===== src/rtl/vdecoder.sv =====
`default_nettype none
// ============================================================================
//  Module      : vdecoder
//  Description : Hard-decision Viterbi decoder for the rate-1/2, K=3
//                convolutional code (g0=7, g1=5). Deserialises the coded
//                stream into symbol pairs. Runs a 4-state add-compare-select
//                step per pair and keeps survivors by register exchange.
//                Emits one decoded bit per pair after TB_DEPTH steps.
//  Revision    : 1.0 - initial release
// ============================================================================
module vdecoder #(
    parameter int TB_DEPTH = 16,
    parameter int PM_W     = 4
) (
    input  logic Clock,
    input  logic reset,
    input  logic in,
    output logic out,
    output logic out_valid
);

    localparam int              c_CW      = $clog2(TB_DEPTH + 1);
    localparam logic [c_CW-1:0] c_DEPTH   = c_CW'(TB_DEPTH);
    localparam logic [PM_W-1:0] c_PM_MAX  = '1;
    localparam logic [PM_W-1:0] c_PM_INIT = PM_W'(8);

    // Hamming distance between the received pair and an expected pair
    function automatic logic [1:0] bm(input logic r0, input logic r1,
                                      input logic e0, input logic e1);
        return {1'b0, r0 ^ e0} + {1'b0, r1 ^ e1};
    endfunction

    logic                r_phase;
    logic                r_r0;
    logic [c_CW-1:0]     r_count;
    logic [PM_W-1:0]     r_pm [4];
    // The oldest survivor bit is consumed as the output on the step it is
    // formed, so only TB_DEPTH-1 bits per path need to be stored.
    logic [TB_DEPTH-2:0] r_sp [4];

    logic [PM_W:0]       w_cand0  [4];
    logic [PM_W:0]       w_cand1  [4];
    logic [PM_W:0]       w_raw    [4];
    logic [PM_W:0]       w_diff   [4];
    logic [PM_W-1:0]     w_pm_nxt [4];
    logic [TB_DEPTH-1:0] w_sp_nxt [4];
    logic [3:0]          w_sel;
    logic [PM_W:0]       w_min;
    logic [1:0]          w_best;
    logic [c_CW-1:0]     w_cnt_nxt;
    logic                w_valid;

    // Per next state ns={a,b}: predecessors {b,0} and {b,1}, both on input a.
    // Expected symbol from predecessor {b,x}: c0=a^b^x, c1=a^x.
    for (genvar gi = 0; gi < 4; gi++) begin : g_acs
        localparam logic c_A = 1'((gi >> 1) & 1);
        localparam logic c_B = 1'(gi & 1);

        assign w_cand0[gi] = {1'b0, r_pm[{c_B, 1'b0}]}
                           + {{(PM_W-1){1'b0}}, bm(r_r0, in, c_A ^ c_B, c_A)};
        assign w_cand1[gi] = {1'b0, r_pm[{c_B, 1'b1}]}
                           + {{(PM_W-1){1'b0}}, bm(r_r0, in, ~(c_A ^ c_B), ~c_A)};
        // Ties go to the predecessor with low bit 0
        assign w_sel[gi]    = (w_cand1[gi] < w_cand0[gi]);
        assign w_raw[gi]    = w_sel[gi] ? w_cand1[gi] : w_cand0[gi];
        assign w_diff[gi]   = w_raw[gi] - w_min;
        assign w_pm_nxt[gi] = w_diff[gi][PM_W] ? c_PM_MAX : w_diff[gi][PM_W-1:0];
        assign w_sp_nxt[gi] = {r_sp[{c_B, w_sel[gi]}], c_A};
    end

    // Minimum new metric and the lowest-index state that holds it
    always_comb begin
        w_min  = w_raw[0];
        w_best = 2'd0;
        for (int i = 1; i < 4; i++) begin
            if (w_raw[i] < w_min) begin
                w_min  = w_raw[i];
                w_best = 2'(i);
            end
        end
    end

    assign w_cnt_nxt = (r_count == c_DEPTH) ? r_count : r_count + 1'b1;
    assign w_valid   = (w_cnt_nxt >= c_DEPTH);

    // Deserialise on phase 0, run the ACS step and update output on phase 1
    always_ff @(posedge Clock or negedge reset) begin
        if (!reset) begin
            r_phase   <= 1'b0;
            r_r0      <= 1'b0;
            r_count   <= '0;
            out       <= 1'b0;
            out_valid <= 1'b0;
            for (int i = 0; i < 4; i++) begin
                r_pm[i] <= (i == 0) ? '0 : c_PM_INIT;
                r_sp[i] <= '0;
            end
        end else begin
            r_phase   <= ~r_phase;
            out_valid <= 1'b0;
            if (!r_phase) begin
                r_r0 <= in;
            end else begin
                r_count <= w_cnt_nxt;
                for (int i = 0; i < 4; i++) begin
                    r_pm[i] <= w_pm_nxt[i];
                    r_sp[i] <= w_sp_nxt[i][TB_DEPTH-2:0];
                end
                if (w_valid) begin
                    out_valid <= 1'b1;
                    out       <= w_sp_nxt[w_best][TB_DEPTH-1];
                end
            end
        end
    end

endmodule
`default_nettype wire

===== config.mk =====
export PLATFORM = sky130hd
export DESIGN_NAME = vdecoder
export DESIGN_NICKNAME = d
export VERILOG_FILES = /design/src/rtl/vdecoder.sv
export SDC_FILE = /design/constraint.sdc
export NUM_CORES = 1
export LEC_CHECK = 0
export ABC_AREA = 1
export CAP_MARGIN = 15
export CORE_MARGIN = 2
export CORE_UTILIZATION = 35
export CTS_CLUSTER_SIZE = 28
export DETAILED_ROUTE_END_ITERATION = 7
export GPL_ROUTABILITY_DRIVEN = 1
export SLEW_MARGIN = 20
export SYNTH_ARGS = -nofsm -noshare
export SYNTH_HDL_FRONTEND = slang
export SYNTH_SLANG_ARGS = --single-unit

===== constraint.sdc =====
create_clock -name Clock -period 14.2 [get_ports Clock]
set_input_delay 3.55 -clock Clock [delete_from_list [all_inputs] [get_ports Clock]]
set_output_delay 3.55 -clock Clock [all_outputs]
set_load 0.05 [all_outputs]

==> results of run 1 <==
## final timing paths
check | start | endpoint | cells past startpoint
max | in | r_pm[0] | 48
min | r_pm[3] | r_pm[3] | 2
max reg2reg | r_r0 | r_pm[0] | 47
min reg2reg | r_pm[3] | r_pm[3] | 2
max in group asynchronous | reset | r_phase | 1
min in group asynchronous | reset | r_count[0] | 1
## tightest hold or removal path: cells and delay by family (launching register included)
kind / cells / cell delay, ns
simple gates: 2 / 0.10
flops: 1 / 0.37
## cells in the mapped netlist (4+ instances only)
library cell,n,area (um2)
xor2_1,19,166
inv_2,14,52.6
xnor2_1,7,61.3
nand2_4,6,67.6
nor2_2,4,25.0
nor2_1,59,221
o21ai_1,7,35.0
inv_1,120,450
nand2_2,16,100
nand3_1,76,380
o21ai_2,4,35.0
nand3_2,4,40.0
dfrtp_1,77,1930
a21oi_1,28,140
clkbuf_1,27,101
ha_1,56,701
nand2_1,210,788
o21ai_0,126,631
nand4_1,10,62.6
or2_2,4,25.0
## per-layer routing
| metal | track usage (%) | share of wire [%] |
|---|---|---|
| met1 | 23.5 | 50 |
| met2 | 26.1 | 43 |
| met3 | 2.59 | 3.4 |
| met4 | 6.80 | 2.9 |
| met5 | 0 | 0 |
## through the flow
step | hold slack (ns) | instances
5_1_grt | 0.491 | 1130
2_1_floorplan | 0.437 | 910
3_5_place_dp | 0.456 | 1114
4_1_cts | 0.472 | 1130
6_report | 0.473 | 1130
3_3_place_gp | 0.452 | 1114
## logic make-up after synthesis
group / share of synthesized area [%]
flip-flops: 31.6
adder cells (fa/ha/maj): 11.0
AO/OA/AOI/OAI: 15.4
XOR/XNOR: 3.84
buffers and inverters: 10.1
AND/OR/NAND/NOR: 28.1
## state kept, by name, summed over array words and instances, names as in the netlist, named ones only
register   cells
r_sp          55
r_pm          16
r_count        4
out            1
out_valid      1
r_phase        1
r_r0           1
## area by class of cell
class	count	area (um2)	share of cell area, %
Multi-Input combinational cell	662	3710	54.1
Sequential cell	80	2010	29.3
Inverter	136	510	7.45
Tap cell	229	287	4.18
Clock buffer	11	243	3.54
Timing Repair Buffer	7	63.8	0.931
Clock inverter	5	40.0	0.584
==> impl_metrics.py, run 1 <==
metrics = {
    "sta": {
        "clock_skew_ns": 0.00864,
        "fin_crit_sh_pct": 81.8,
        "max_freq_mhz": 86.1,
        "slew_viol_final": 0,
        "maxSlewHeadroom_pct": 43.5,
        "finalCriticalPeriod_ns": 11.61,
        "finalHoldViolations": 0,
        "rsz0062_at_grt": "no",
        "tightest_slew_ns": 0.839,
        "setup_tns_ns": 0,
        "finalSetupViolCount": 0,
        "final.setup.worst_slack_ns": 2.59,
    },
    "critical_path": {
        "path_buf_inv": 10,
        "crit_path_frequent_cell": "nand2_1",
        "slowest_delay_ns": 0.57,
        "path_delay_family": "adder cells",
        "crit_type": "in -> reg",
        "critPathLaunchType": "input pin",
        "cp_max_fo": 21,
        "crit_slowest_cell": "clkdlybuf4s50_1",
        "r2r_slack_ns": 5.95,
        "cp.required_ns": 14.43,
        "crit_arrival_ns": 11.84,
        "critPathCaptureType": "flop",
    },
    "floorplan": {
        "die_w_um": 139,
        "rows": 49,
        "start_util_pct": 35.5,
        "io_pins": 5,
        "die_area_um2": 19300,
        "core_um2": 17900,
        "die_y_um": 139,
    },
    "cells_and_area": {
        "post-route-util_pct": 38.3,
        "layout_common_cells": "210 x nand2_1, 126 x o21ai_0, 119 x inv_1",
        "final_common_cell": "nand2_1",
        "syn2layout_area_growth_pct": 7.87,
        "nets": 955,
        "final_area_um2": 6860,
        "drive_gt1_share_pct": 9.10,
        "fillCellCount": 1881,
        "num_antenna_cells": 0,
    },
    "route": {
        "drc_errors": 0,
        "vias": 5570,
        "ant_nets": 0,
        "drtIter0Drc": 303,
        "wl_per_cell_um": 13.5,
        "vias_per_cell": 4.93,
        "totalWireLength_um": 15300,
        "dr.pass1.iters": 5,
    },
    "placed_design": {
        "place_area_um2": 6570,
        "dp_hpwl_um": 11200,
        "io_buffers": 4,
        "post-place-ws_ns": 2.27,
        "routabilityCongestion": 0.917,
    },
    "global_route": {
        "grt_pass1_vias": 5503,
        "grt_pass1_wl_um": 26500,
        "overflow": 0,
        "grt_max_degree": 81,
        "antenna_found_initial": 0,
        "globalRouteTotalUtil_pct": 16.8,
    },
    "logic_synthesis": {
        "synth_nets": 969,
        "synth_cell_types": 45,
        "yosys_warnings": 0,
        "async_reset_ff_share_pct": 100,
        "ys_seq_area_share_pct": 31.6,
        "syn_area_per_cell_um2": 6.98,
        "synth_edf_count": 0,
        "synth_cells": 910,
        "synth_ff_type": "dfrtp_1",
        "netlist_area_um2": 6360,
        "ys_ff_latch": 80,
    },
    "run": {
        "drv_cap": 0,
    },
    "clocking": {
        "cts_root_buf": "clkbuf_16",
        "cts_hold_buf": 0,
        "htree_levels": 3,
        "cts.path.max_buffers": 2,
        "clk_pin_slew_worst_paths_ns": 0.06,
        "worstSkewPairLatency_ns": 0.35,
        "cts_sinks": 80,
        "cts_resized": 0,
        "cts_tree": "yes",
        "post_cts_buffers": 0,
        "cts_buffers": 9,
    },
    "min_path": {
        "hp-class": "reg -> reg",
    },
    "run_status": {
        "status": "finished clean",
    },
}
Power of run 1 is left out: the tool's default activity adds up to more than one toggle a clock period on the data nets, which glitch-free logic cannot reach.
==> run 2, diff against run 1 <==
Clock period 14.2 ns to 10.6 ns, I/O delays scaled along.
==> run 2 against run 1 <==
Final area rose by 1.6%. Sequential share of layout area is 0.45 points lower. Register-to-register slack got worse by 2.8 ns. Non-clock buffer count is 11 higher. Via count rose by 1.7%. Critical path depth is 2 higher. Clock skew shrank 0.0013 ns. Sequential cell count did not move. Die area unchanged. Critical endpoint is now r_pm[6].
==> impl_metrics.py, run 2 (synthesis gave the netlist of run 1 again) <==
metrics = {
    "clocking": {
        "clk_pin_slew_worst_paths_ns": 0.06,
        "cts_sinks": 80,
        "cts_resized": 0,
        "worstSkewPairLatency_ns": 0.35,
        "htree_levels": 3,
        "cts_buffers": 9,
        "cts_root_buf": "clkbuf_16",
        "cts_tree": "yes",
        "cts_hold_buf": 0,
        "cts.path.max_buffers": 2,
        "post_cts_buffers": 0,
    },
    "placed_design": {
        "dp_hpwl_um": 11500,
        "routabilityCongestion": 0.929,
        "io_buffers": 4,
    },
    "critical_path": {
        "crit_slowest_cell": "clkdlybuf4s50_1",
        "crit_path_frequent_cell": "nand2_1",
        "cp_max_fo": 17,
        "crit_arrival_ns": 10.12,
        "cp.required_ns": 10.84,
        "critPathCaptureType": "flop",
        "slowest_delay_ns": 0.57,
        "critPathLaunchType": "input pin",
        "crit_type": "in -> reg",
    },
    "global_route": {
        "grt_max_degree": 81,
        "grt_pass1_wl_um": 26700,
        "globalRouteTotalUtil_pct": 17.0,
        "antenna_found_initial": 0,
        "overflow": 0,
        "grt_pass1_vias": 5334,
    },
    "sta": {
        "rsz0062_at_grt": "no",
        "max_freq_mhz": 101,
        "maxSlewHeadroom_pct": 49.4,
        "finalHoldViolations": 0,
        "finalCriticalPeriod_ns": 9.88,
        "slew_viol_final": 0,
        "clock_skew_ns": 0.00732,
        "tightest_slew_ns": 0.758,
        "finalSetupViolCount": 0,
        "fin_crit_sh_pct": 93.3,
        "setup_tns_ns": 0,
    },
    "cells_and_area": {
        "top_regs": "r_sp: 55 flops, r_pm: 16 flops, r_count: 4 flops",
        "largest_register_ffs": 55,
        "regMostFlops": "r_sp",
        "drive_gt1_share_pct": 10.3,
        "fillCellCount": 1897,
        "layout_common_cells": "210 x nand2_1, 126 x o21ai_0, 119 x inv_1",
        "num_antenna_cells": 0,
        "nets": 966,
        "syn2layout_area_growth_pct": 9.55,
        "final_common_cell": "nand2_1",
    },
    "floorplan": {
        "rows": 49,
        "die_y_um": 139,
        "io_pins": 5,
        "core_um2": 17900,
        "die_area_um2": 19300,
        "start_util_pct": 35.5,
        "die_w_um": 139,
    },
    "route": {
        "vias": 5665,
        "totalWireLength_um": 16000,
        "wl_per_cell_um": 14.0,
        "vias_per_cell": 4.96,
        "drc_errors": 0,
        "ant_nets": 0,
        "drtIter0Drc": 307,
        "dr.pass1.iters": 5,
    },
    "run": {
        "drv_cap": 0,
    },
    "min_path": {
        "hp-class": "reg -> reg",
    },
    "run_status": {
        "status": "finished clean",
    },
}
run 2: final timing paths:
kind	start	to	slack, ns	depth (start not counted)
worst min-delay path	r_pm[3]	r_pm[3]	0.47	2
max in group asynchronous	reset	r_phase	7.72	1
min in group asynchronous	reset	r_count[0]	2.35	1
worst max register to register	r_r0	r_pm[6]	3.17	49
worst min register to register	r_pm[3]	r_pm[3]	0.47	2
worst max-delay path	in	r_pm[6]	0.72	50
run 2: per-stage QoR:
stage | utilization (%) | std cells | instance area [um2] | hold slack [ns] | setup WS, ns
after floorplan | - | 910 | 6360 | 0.437 | 1.64
after global placement | 37.2 | 1125 | 6650 | 0.453 | 0.514
after detailed placement | 37.2 | 1125 | 6650 | 0.462 | 0.422
after CTS | 38.9 | 1141 | 6960 | 0.474 | 0.763
after global routing | 38.9 | 1141 | 6960 | 0.493 | 0.00376
final | 38.9 | 1141 | 6960 | 0.469 | 0.715
run 2: metal layers:
metal / part of all wire [%] / GRT usage [%] / up-vias
met5: 0 / 0 / -
met4: 2.3 / 6.33 / 0
li1: - / - / 2933
met2: 45 / 27.0 / 92
met3: 3.1 / 1.83 / 23
met1: 50 / 24.1 / 2617
run 2: final cells by class:
class | count | area, um2 | area share (%)
clock inverter | 6 | 67.6 | 0.970
tap | 229 | 287 | 4.12
clock buffer | 10 | 239 | 3.43
multi-input combinational | 662 | 3710 | 53.2
timing repair buffer | 18 | 146 | 2.10
inverter | 136 | 510 | 7.33
sequential | 80 | 2010 | 28.8
run 2: critical path, delay by kind of cell:
kind,cells,cell delay [ns]
buffers and inverters,11,1.54
adders and majority gates,9,2.31
AOI/OAI and AO/OA,7,1.55
and+or+nand+nor,22,1.82
xor gates and xnor gates,1,0.22
Power of run 2 is left out for the same reason.
